$ cat config.mk
export PLATFORM = sky130hd
export DESIGN_NAME = lsu
export DESIGN_NICKNAME = d
export VERILOG_FILES = /design/src/rtl/lsu.sv
export SDC_FILE = /design/constraint.sdc
export NUM_CORES = 1
export LEC_CHECK = 0
export CAP_MARGIN = 40
export CORE_UTILIZATION = 48
export CTS_CLUSTER_DIAMETER = 80
export CTS_CLUSTER_SIZE = 25
export DETAILED_ROUTE_END_ITERATION = 7
export PLACE_DENSITY_LB_ADDON = 0.25
export SLEW_MARGIN = 20
export SYNTH_ARGS = -nofsm -noshare
export SYNTH_HDL_FRONTEND = slang
export SYNTH_SLANG_ARGS = --single-unit
$ cat constraint.sdc
create_clock -name clk -period 3.7 [get_ports clk]
set_input_delay 0.555 -clock clk [delete_from_list [all_inputs] [get_ports clk]]
set_output_delay 0.555 -clock clk [all_outputs]
set_load 0.03 [all_outputs]
$ cat src/rtl/lsu.sv
// Load/store unit: one outstanding data-memory transaction, byte/half/word
// access with alignment fault detection and load sign/zero extension.
module lsu (
    input  logic        clk,
    input  logic        rst_n,
    input  logic        req_valid,
    output logic        req_ready,
    input  logic        mem_we,
    input  logic [1:0]  mem_size,
    input  logic        mem_unsigned,
    input  logic [31:0] addr_i,
    input  logic [31:0] wdata_i,
    input  logic [4:0]  rd_i,
    output logic        dmem_req,
    output logic        dmem_we,
    output logic [31:0] dmem_addr,
    output logic [31:0] dmem_wdata,
    output logic [3:0]  dmem_be,
    input  logic        dmem_gnt,
    input  logic        dmem_rvalid,
    input  logic [31:0] dmem_rdata,
    output logic [31:0] dmem_result,
    output logic [4:0]  rd_o,
    output logic        done_o,
    output logic        load_o,
    output logic        misaligned_o
);

    typedef enum logic [1:0] {
        IDLE = 2'd0,
        REQ  = 2'd1,
        WAIT = 2'd2
    } state_t;

    state_t      state_r;
    state_t      state_nxt_s;
    logic        accept_s;
    logic        misaligned_s;
    logic [1:0]  addr_lo_r;
    logic [1:0]  size_r;
    logic        unsigned_r;
    logic [4:0]  rd_pend_r;
    logic        dmem_req_r;
    logic        dmem_we_r;
    logic [31:0] dmem_addr_r;
    logic [31:0] dmem_wdata_r;
    logic [3:0]  dmem_be_r;
    logic [31:0] result_r;
    logic [4:0]  rd_r;
    logic        done_r;
    logic        load_r;
    logic        misaligned_r;

    function automatic logic misaligned_f(input logic [1:0] size, input logic [1:0] lo);
        logic m;
        case (size)
            2'b00:   m = 1'b0;
            2'b01:   m = lo[0];
            2'b10:   m = (lo != 2'b00);
            default: m = 1'b1;
        endcase
        return m;
    endfunction

    function automatic logic [3:0] be_f(input logic [1:0] size, input logic [1:0] lo);
        logic [3:0] be;
        case (size)
            2'b00:   be = 4'b0001 << lo;
            2'b01:   be = 4'b0011 << lo;
            2'b10:   be = 4'b1111;
            default: be = 4'b0000;
        endcase
        return be;
    endfunction

    function automatic logic [31:0] wdata_f(input logic [1:0] size, input logic [31:0] wd);
        logic [31:0] d;
        case (size)
            2'b00:   d = {4{wd[7:0]}};
            2'b01:   d = {2{wd[15:0]}};
            default: d = wd;
        endcase
        return d;
    endfunction

    function automatic logic [31:0] load_f(input logic [1:0] size, input logic uns,
                                           input logic [1:0] lo, input logic [31:0] rdata);
        logic [7:0]  b;
        logic [15:0] h;
        logic [31:0] r;
        b = rdata[{lo, 3'b000} +: 8];
        h = rdata[{lo[1], 4'b0000} +: 16];
        case (size)
            2'b00:   r = {{24{b[7] & ~uns}}, b};
            2'b01:   r = {{16{h[15] & ~uns}}, h};
            default: r = rdata;
        endcase
        return r;
    endfunction

    assign req_ready    = (state_r == IDLE);
    assign accept_s     = req_valid && (state_r == IDLE);
    assign misaligned_s = misaligned_f(mem_size, addr_i[1:0]);

    assign dmem_req     = dmem_req_r;
    assign dmem_we      = dmem_we_r;
    assign dmem_addr    = dmem_addr_r;
    assign dmem_wdata   = dmem_wdata_r;
    assign dmem_be      = dmem_be_r;
    assign dmem_result  = result_r;
    assign rd_o         = rd_r;
    assign done_o       = done_r;
    assign load_o       = load_r;
    assign misaligned_o = misaligned_r;

    // Next-state selection for the transaction sequencer.
    always_comb begin
        state_nxt_s = state_r;
        case (state_r)
            IDLE: begin
                if (accept_s && !misaligned_s) state_nxt_s = REQ;
                else                           state_nxt_s = IDLE;
            end
            REQ: begin
                if (dmem_gnt) state_nxt_s = dmem_we_r ? IDLE : WAIT;
                else          state_nxt_s = REQ;
            end
            WAIT: begin
                if (dmem_rvalid) state_nxt_s = IDLE;
                else             state_nxt_s = WAIT;
            end
            default: state_nxt_s = IDLE;
        endcase
    end

    // State register.
    always_ff @(posedge clk or negedge rst_n) begin
        if (!rst_n) state_r <= IDLE;
        else        state_r <= state_nxt_s;
    end

    // Request capture, memory-side outputs and completion reporting.
    always_ff @(posedge clk or negedge rst_n) begin
        if (!rst_n) begin
            addr_lo_r    <= 2'b00;
            size_r       <= 2'b00;
            unsigned_r   <= 1'b0;
            rd_pend_r    <= 5'd0;
            dmem_req_r   <= 1'b0;
            dmem_we_r    <= 1'b0;
            dmem_addr_r  <= 32'd0;
            dmem_wdata_r <= 32'd0;
            dmem_be_r    <= 4'b0000;
            result_r     <= 32'd0;
            rd_r         <= 5'd0;
            done_r       <= 1'b0;
            load_r       <= 1'b0;
            misaligned_r <= 1'b0;
        end else begin
            done_r       <= 1'b0;
            load_r       <= 1'b0;
            misaligned_r <= 1'b0;
            if (accept_s) begin
                if (misaligned_s) begin
                    misaligned_r <= 1'b1;
                end else begin
                    dmem_req_r   <= 1'b1;
                    dmem_we_r    <= mem_we;
                    dmem_addr_r  <= {addr_i[31:2], 2'b00};
                    dmem_wdata_r <= wdata_f(mem_size, wdata_i);
                    dmem_be_r    <= be_f(mem_size, addr_i[1:0]);
                    addr_lo_r    <= addr_i[1:0];
                    size_r       <= mem_size;
                    unsigned_r   <= mem_unsigned;
                    rd_pend_r    <= rd_i;
                end
            end
            if ((state_r == REQ) && dmem_gnt) begin
                dmem_req_r <= 1'b0;
                done_r     <= dmem_we_r;
            end
            // Read data is only meaningful once the request has been granted.
            if ((state_r == WAIT) && dmem_rvalid) begin
                result_r <= load_f(size_r, unsigned_r, addr_lo_r, dmem_rdata);
                rd_r     <= rd_pend_r;
                done_r   <= 1'b1;
                load_r   <= 1'b1;
            end
        end
    end

endmodule
Word level (Yosys, flattened, before mapping)
Cells that the tools add are included.

word-level totals
  ROM bits = 0
  input port bits = 110
  memories = 0
  logic and storage cells = 58
  latch bits = 0
  bits in registers = 120
  bits in writable memories = 0
  output and inout bits = 111

operators by class
  reductions and logical operators = 12
  muxes and demuxes = 17
  eq/ne operators = 6
  divide/modulo/power cells = 0
  add/sub/neg operators = 0
  shift operators = 4
  magnitude comparators = 0
  multiply operators = 0
  bitwise logic cells = 4

operators with widths
  kind                                                                   number
  32-bit one-hot mux with 2 select lines                                 2
  32-bit by 6-bit variable part select with 16-bit output                1
  32-bit by 6-bit variable part select with 8-bit output                 1
  4-bit one-hot mux with 3 select lines                                  1
  1-bit 2-to-1 mux                                                       9
  2-bit by 1-bit equality test with 1-bit output, second input constant  3
  2-bit logical NOT                                                      3
  2-bit 2-to-1 mux                                                       3
  2-bit one-hot mux with 3 select lines                                  1
  2-bit equality test, second input constant                             2
  1-bit logical AND                                                      4
  2-bit AND reduction                                                    2
  2-bit nonzero test                                                     2
  1-bit by 2-bit left shift with 4-bit output, first input constant      1
  2-bit by 2-bit left shift with 4-bit output, first input constant      1
  1-bit one-hot mux with 3 select lines                                  1
  1-bit bitwise AND                                                      2
  2-bit by 1-bit != test with 1-bit output, second input constant        1
  1-bit inverter                                                         2
  1-bit logical NOT                                                      1

Longest topological paths before layout
Gate-level depths: netlist of run 1.

  depth in word-level cells = 6
  gate-level depth with buffers = 6
  gate-level depth less buffers = 4

Least setup slack after synthesis of run 1
Ideal clock, no wire load.

  kind = input -> register
  start point = input port mem_size[1]
  end point = register dmem_wdata_r[18], in the netlist dmem_wdata[18]
  data arrival time = 1.662 ns
  setup slack = 1.913 ns
  setup time = 0.125 ns
  cell stages on the path = 4
  required time = 3.575 ns
  buffers on the path = 2
  cell sequence = buf_2 buf_1 mux2_2 mux2_4

on the way
  word-level cells in the longest chain between the ends = 4
  elaborated cells on any way between the ends = 7
  those cells by class = 2 x eq/ne; 2 x mux; 1 x bitwise; 2 x reduce/logical

ends and longest elaborated chain
  what                                         line  source
  start, declared                              9     input logic [1:0] mem_size,
  2-bit equality test (tied with other cells)  56    case (size)
  1-bit one-hot mux with 3 select lines        56
  1-bit inverter (no source line)              -
  2-bit AND reduction (no source line)         -
  end signal, assigned                         170   dmem_wdata_r <= wdata_f(mem_size, wdata_i);
  end, declared                                46    logic [31:0] dmem_wdata_r;

Parallel ways exist; a longest one is shown, timed or not.
A chain may end at the register's enable or synchronous reset.

Final worst setup path of run 1
  start point = input port addr_i[0]
  end point = register dmem_addr_r[14], in the netlist dmem_addr[14]

on the way
  word-level cells in the longest chain between the ends = 4

ends and longest elaborated chain
  what                                       line  source
  start, declared                            11    input logic [31:0] addr_i,
  2-bit nonzero test                         59    2'b10: m = (lo != 2'b00);
  1-bit one-hot mux with 3 select lines (*)  56
  1-bit inverter (no source line) (*)        -
  2-bit AND reduction (no source line) (*)   -
  end signal, assigned                       169   dmem_addr_r <= {addr_i[31:2], 2'b00};
  end, declared                              45    logic [31:0] dmem_addr_r;

Every way passes the cells marked *; elsewhere a longest branch is shown, timed or not.

==> results of run 1 <==
Yosys cell counts, types with 10 or more instances:
library cell / n
sky130_fd_sc_hd__mux2_4: 59
sky130_fd_sc_hd__dfrtp_1: 120
sky130_fd_sc_hd__mux2i_1: 25
sky130_fd_sc_hd__o21ai_0: 17
sky130_fd_sc_hd__nand3_1: 32
sky130_fd_sc_hd__nor2_1: 11
sky130_fd_sc_hd__mux2_2: 38
sky130_fd_sc_hd__buf_2: 10
sky130_fd_sc_hd__nand2_1: 35
sky130_fd_sc_hd__clkbuf_1: 14
sky130_fd_sc_hd__a21oi_1: 11
sky130_fd_sc_hd__and2_1: 17
routing by layer:
layer / global-route usage / vias up / wire, um
li1: - / 2108 / -
met1: 0.309 / 2279 / 6380
met2: 0.419 / 197 / 7940
met3: 0.0803 / 22 / 1150
met4: 0.0956 / 0 / 243
met5: 0 / - / 0
area by class of cell:
| class | count | area (um^2) |
|---|---|---|
| flip-flops and latches | 120 | 3000 |
| clock inverters | 13 | 170 |
| well taps | 147 | 184 |
| inverters | 4 | 15.0 |
| multi-input cells | 312 | 2700 |
| clock buffers | 19 | 443 |
| fillers | 811 | 3190 |
| repair buffers | 229 | 2310 |
registers in the layout, summed over array words and instances, names as in the netlist:
signal,cells
addr_lo_r,2
dmem_addr,30
dmem_be,4
dmem_req,1
dmem_result,32
dmem_wdata,32
dmem_we,1
done_o,1
load_o,1
misaligned_o,1
rd_o,5
rd_pend_r,5
size_r,2
state_r,2
unsigned_r,1
cells by family (layout without fill, tap and decap cells):
family / Yosys count / count (layout) / share of synthesized area
buffers and inverters: 42 / 265 / 0.0413
XOR/XNOR: 1 / 1 / 0.00148
flip-flops: 120 / 120 / 0.506
multiplexers: 123 / 123 / 0.267
AO/OA/AOI/OAI: 49 / 49 / 0.0531
other: 1 / 2 / 0.000632
AND/OR/NAND/NOR: 137 / 137 / 0.130
path summary, 6_finish.rpt:
kind                            start         endpoint  slack (ns)
hold reg to reg               rd_o[1]          rd_o[1]        0.47
min in group clk              rd_o[1]          rd_o[1]        0.47
setup reg to reg           state_r[0]    dmem_addr[14]        1.52
hold / removal                  rst_n  dmem_result[25]        0.05
setup / recovery            addr_i[0]    dmem_addr[14]        1.19
max in group asynchronous       rst_n    dmem_addr[14]        2.76
power by group:
part	leakage [nW]	total, mW	switching, mW	internal [mW]
sequential	1.44	2.20	0.355	1.85
combinational	2.23	3.32	1.74	1.59
clock	0.290	1.69	0.605	1.08
total	3.96	7.21	2.70	4.52
metrics by stage:
stage / util / hold slack [ns] / cell area (um^2) / power, mW
floorplan: - / 0.259 / 5940 / 4.12
global placement: 0.682 / 0.446 / 8190 / 5.44
detailed placement: 0.682 / 0.464 / 8190 / 5.52
CTS: 0.733 / 0.280 / 8800 / 7.26
global route: 0.735 / 0.0524 / 8820 / 7.53
finish: 0.735 / 0.0523 / 8820 / 7.21
==> flow_summary.json, run 1 <==
{
  "die-width_um": 113,
  "critical_path_peak_fanout": 29,
  "dp.cells": 811,
  "cts_hold_repair.buffers": 0,
  "wl_per_cell_um": 18.6,
  "dr_total_vias": 4606,
  "finalSetupTns_ns": 0,
  "grt_start_max_net_pins": 64,
  "routed_via_density": 5.46,
  "ys_dominant_reg_cell": "sky130_fd_sc_hd__dfrtp_1",
  "worst_ep_required_time_ns": 3.98,
  "outcome": "completed",
  "yosysTopAreaCell": "sky130_fd_sc_hd__dfrtp_1",
  "hpwl_um": 10700,
  "final-hold-violation-count": 0,
  "top_level_ports": 221,
  "critical_path_depth": 5,
  "finalSetupViolCount": 0,
  "layout-area-overhead-vs-synth_pct": 48.7,
  "worstRegToRegCells": 4,
  "routed_wl_um": 15700,
  "synth_warnings": 0,
  "power.ir.vdd_worst_v": 0.000385,
  "post-synth-top-area-fraction": 0.506,
  "remaining_drc_errors": 0,
  "min_period_over_period": 0.679,
  "critPathCaptureType": "flip-flop",
  "worst_slew_pin_slew_ns": 0.883,
  "synth_seq_cells": 120,
  "synthesized_netlist_cell_count": 473,
  "htree_num_levels": 4,
  "proportion_of_synthesized_chip_area_in_sequential_cells": 0.506,
  "clock_transition_at_the_register_clock_pins_on_the_worst_setup_and_hold_paths_after_cts_ns": 0.05,
  "timing.critical_path.buf_inv": 2,
  "most-common-layout-cells": "sky130_fd_sc_hd__clkdlybuf4s50_1 (217), sky130_fd_sc_hd__dfrtp_1 (120), sky130_fd_sc_hd__mux2_4 (59), sky130_fd_sc_hd__mux2_2 (38), sky130_fd_sc_hd__nand2_1 (35)",
  "finalWorstSetupSlack_ns": 1.19,
  "first_pass_grt_wire_length_um": 25000,
  "number_of_antenna_violations_at_the_first_check_in_global_routing": 0,
  "final_max_slew_viol_count": 0,
  "drive_above_1_share": 0.212,
  "grt_setup_unrepaired": "no",
  "grt.total_usage": 0.253,
  "global_route.overflow_total": 0,
  "drtAntennaViolNets": 0,
  "num-nets-final": 794,
  "coreArea_um2": 12000,
  "most_common_cell_after_layout_fill_and_taps_aside": "sky130_fd_sc_hd__clkdlybuf4s50_1",
  "timing.critical_path.slowest_cell_delay_ns": 0.63,
  "post_cts_resized": 0,
  "synthTopCellsByArea": "sky130_fd_sc_hd__dfrtp_1 (51%), sky130_fd_sc_hd__mux2_4 (15%), sky130_fd_sc_hd__mux2_2 (7.2%)",
  "clk_latency_ns": 0.41,
  "mappedNetlistArea_um2": 5930,
  "max_cap_violations": 0,
  "finalCriticalPeriod_ns": 2.51,
  "antennaDiodeCount": 0,
  "floorplan.initialDensity": 0.494,
  "worst_ep_arrival_time_ns": 2.80,
  "root_buffer": "sky130_fd_sc_hd__clkbuf_16",
  "filler_free_cell_count_of_the_finished_design": 844,
  "design.die.area_um2": 12800,
  "numPortBuffers": 218,
  "async_reset_ff_frac": 1.00,
  "synth_area_per_cell_um2": 12.5,
  "dr.first_iter.drc_count": 297,
  "total_leakage_power_nw": 3.96,
  "worstSetupStartpointType": "primary input",
  "detailedRoute.firstPassIterationCount": 5,
  "cts-buffers-inserted": 17,
  "floorplan.die.height_um": 113,
  "clock.fmax_mhz": 398,
  "slew-limit-headroom": 0.410,
  "crit_family": "buffers and inverters",
  "gp_congestion": 0.845,
  "number_of_sinks_handled_by_clock_tree_synthesis": 120,
  "critical_path.slowest_cell": "sky130_fd_sc_hd__clkdlybuf4s50_1",
  "postCtsSetupRepairBufs": 0,
  "synth-edff-count": 0,
  "cellPowerDensity_nw_per_um2": 817,
  "clock_tree_from_tritoncts": "yes",
  "post-place-ws_ns": 0.760,
  "clk_path_buf_depth": 2,
  "library_cells_used_by_synthesis": 46,
  "min_path_type": "in -> async",
  "worst_clock_skew_ns": 0.0110,
  "worstPathCellList": "clkdlybuf4s50_1, o21ai_1, nand3_4, buf_12, mux2_4",
  "placement_rows": 40,
  "grt_pass1_vias": 4810,
  "worstSetupPathType": "in -> reg"
}
No activity file was read; power rests on OpenSTA's default activity.
==> run 2: changes to the inputs <==
Settings changed: CORE_UTILIZATION 48 to 45.
Clock period 3.7 ns to 2.6 ns, I/O delays scaled along.
==> run 2 against run 1 <==
- non-clock buffer count increased by 7
- global-route usage shrank 0.53 points
- hold slack gained 0.42 ns
- via count up 0.59%
- critical path depth shrank 3
- final cell count rose by 3.8%
- clock-buffer cell count shrank 1
- highest routed layer unchanged
==> flow_summary.json, run 2 (synthesis results as in run 1) <==
{
  "top_level_ports": 221,
  "placement_rows": 41,
  "floorplan.initialDensity": 0.466,
  "coreArea_um2": 12700,
  "final_max_slew_viol_count": 0,
  "most-common-layout-cells": "sky130_fd_sc_hd__clkdlybuf4s50_1 (217), sky130_fd_sc_hd__dfrtp_1 (120), sky130_fd_sc_hd__mux2_4 (59), sky130_fd_sc_hd__mux2_2 (38), sky130_fd_sc_hd__nand2_1 (35)",
  "finalSetupTns_ns": 0,
  "final-hold-violation-count": 0,
  "finalWorstSetupSlack_ns": 0.477,
  "post-place-ws_ns": 0.220,
  "worstSetupStartpointType": "flip-flop",
  "power.ir.vdd_worst_v": 0.000586,
  "remaining_drc_errors": 0,
  "grt_setup_unrepaired": "no",
  "antennaDiodeCount": 0,
  "critPathCaptureType": "output port",
  "clock.fmax_mhz": 471,
  "hpwl_um": 11400,
  "clk_latency_ns": 0.42,
  "design.die.area_um2": 13700,
  "gp_congestion": 0.837,
  "global_route.overflow_total": 0,
  "grt_start_max_net_pins": 46,
  "floorplan.die.height_um": 117,
  "clock_transition_at_the_register_clock_pins_on_the_worst_setup_and_hold_paths_after_cts_ns": 0.06,
  "cts-buffers-inserted": 17,
  "dr.first_iter.drc_count": 342,
  "detailedRoute.firstPassIterationCount": 4,
  "min_path_type": "reg -> reg",
  "numPortBuffers": 218,
  "num-nets-final": 801,
  "slew-limit-headroom": 0.498,
  "drtAntennaViolNets": 0,
  "most_common_cell_after_layout_fill_and_taps_aside": "sky130_fd_sc_hd__clkdlybuf4s50_1",
  "finalSetupViolCount": 0,
  "die-width_um": 117,
  "detailed_place.area_um2": 8240,
  "layout-area-overhead-vs-synth_pct": 49.1,
  "root_buffer": "sky130_fd_sc_hd__clkbuf_16",
  "worst_slew_pin_slew_ns": 0.753,
  "routed_via_density": 5.29,
  "grt_pass1_vias": 4897,
  "postCtsSetupRepairBufs": 0,
  "total_leakage_power_nw": 3.97,
  "cellPowerDensity_nw_per_um2": 1150,
  "worst_ep_required_time_ns": 2.21,
  "stdcell_area_um2": 8850,
  "clk_path_buf_depth": 2,
  "number_of_sinks_handled_by_clock_tree_synthesis": 120,
  "worst_ep_arrival_time_ns": 1.73,
  "htree_num_levels": 4,
  "fin_hold_ws_ns": 0.471,
  "worst_clock_skew_ns": 0.00594,
  "post_cts_resized": 0,
  "drive_above_1_share": 0.220,
  "dr_total_vias": 4633,
  "grt.total_usage": 0.248,
  "min_period_over_period": 0.817,
  "critical_path_peak_fanout": 8,
  "routed_wl_um": 16400,
  "max_cap_violations": 0,
  "wl_per_cell_um": 18.7,
  "cts_hold_repair.buffers": 1,
  "number_of_antenna_violations_at_the_first_check_in_global_routing": 0,
  "clock_tree_from_tritoncts": "yes",
  "outcome": "completed",
  "first_pass_grt_wire_length_um": 25000,
  "worstSetupPathType": "reg -> out",
  "finalCriticalPeriod_ns": 2.12
}
run 2: changes by cell type in the layout (fill, tap and decap cells not counted):
cell / previous run / this run
sky130_fd_sc_hd__clkbuf_2: 0 / 1
sky130_fd_sc_hd__inv_6: 2 / 1
sky130_fd_sc_hd__clkinvlp_4: 3 / 5
sky130_fd_sc_hd__bufinv_16: 3 / 2
sky130_fd_sc_hd__buf_12: 4 / 1
sky130_fd_sc_hd__clkbuf_1: 1 / 0
sky130_fd_sc_hd__clkinv_2: 1 / 2
sky130_fd_sc_hd__dlygate4sd3_1: 0 / 1
sky130_fd_sc_hd__buf_4: 8 / 16
run 2: stage by stage:
| step | utilization | instances | total power, mW |
|---|---|---|---|
| after detailed placement | 0.648 | 842 | 7.89 |
| after floorplan | - | 474 | 5.87 |
| after CTS | 0.695 | 875 | 10.3 |
| after global routing | 0.696 | 876 | 10.7 |
| after global placement | 0.648 | 842 | 7.77 |
| final | 0.696 | 876 | 10.2 |
run 2: layout make-up:
cell class / instances / area (um^2)
fillers: 994 / 3870
inverters: 4 / 15.0
repair buffers: 236 / 2330
multi-input cells: 312 / 2700
well taps: 172 / 215
flip-flops and latches: 120 / 3000
clock buffers: 18 / 439
clock inverters: 14 / 151
run 2: power breakdown:
part / switching, mW / internal, mW / total (mW)
Combinational: 2.49 / 2.26 / 4.76
Sequential: 0.500 / 2.63 / 3.13
Clock: 0.891 / 1.44 / 2.33
run 2: critical path, stage by stage, from the launching register on:
cell	delay, ns
sky130_fd_sc_hd__dfrtp_1	0.47
sky130_fd_sc_hd__nor2_1	0.14
sky130_fd_sc_hd__clkdlybuf4s50_1	0.71
run 2: path summary, 6_finish.rpt:
path                       cells after the start  slack (ns)          from               to
setup / recovery                               2        0.48    state_r[0]        req_ready
max in group asynchronous                      3        1.36         rst_n     dmem_addr[3]
setup reg to reg                               3        0.48     size_r[1]  dmem_result[13]
min in group asynchronous                      2        0.48         rst_n  dmem_result[24]
hold / removal                                 2        0.47  rd_pend_r[2]          rd_o[2]
hold reg to reg                                2        0.47  rd_pend_r[2]          rd_o[2]
run 2: routing by layer:
metal,track usage,share of wire
met3,0.0875,0.089
met4,0.113,0.026
met5,0,0
met1,0.291,0.39
met2,0.409,0.49
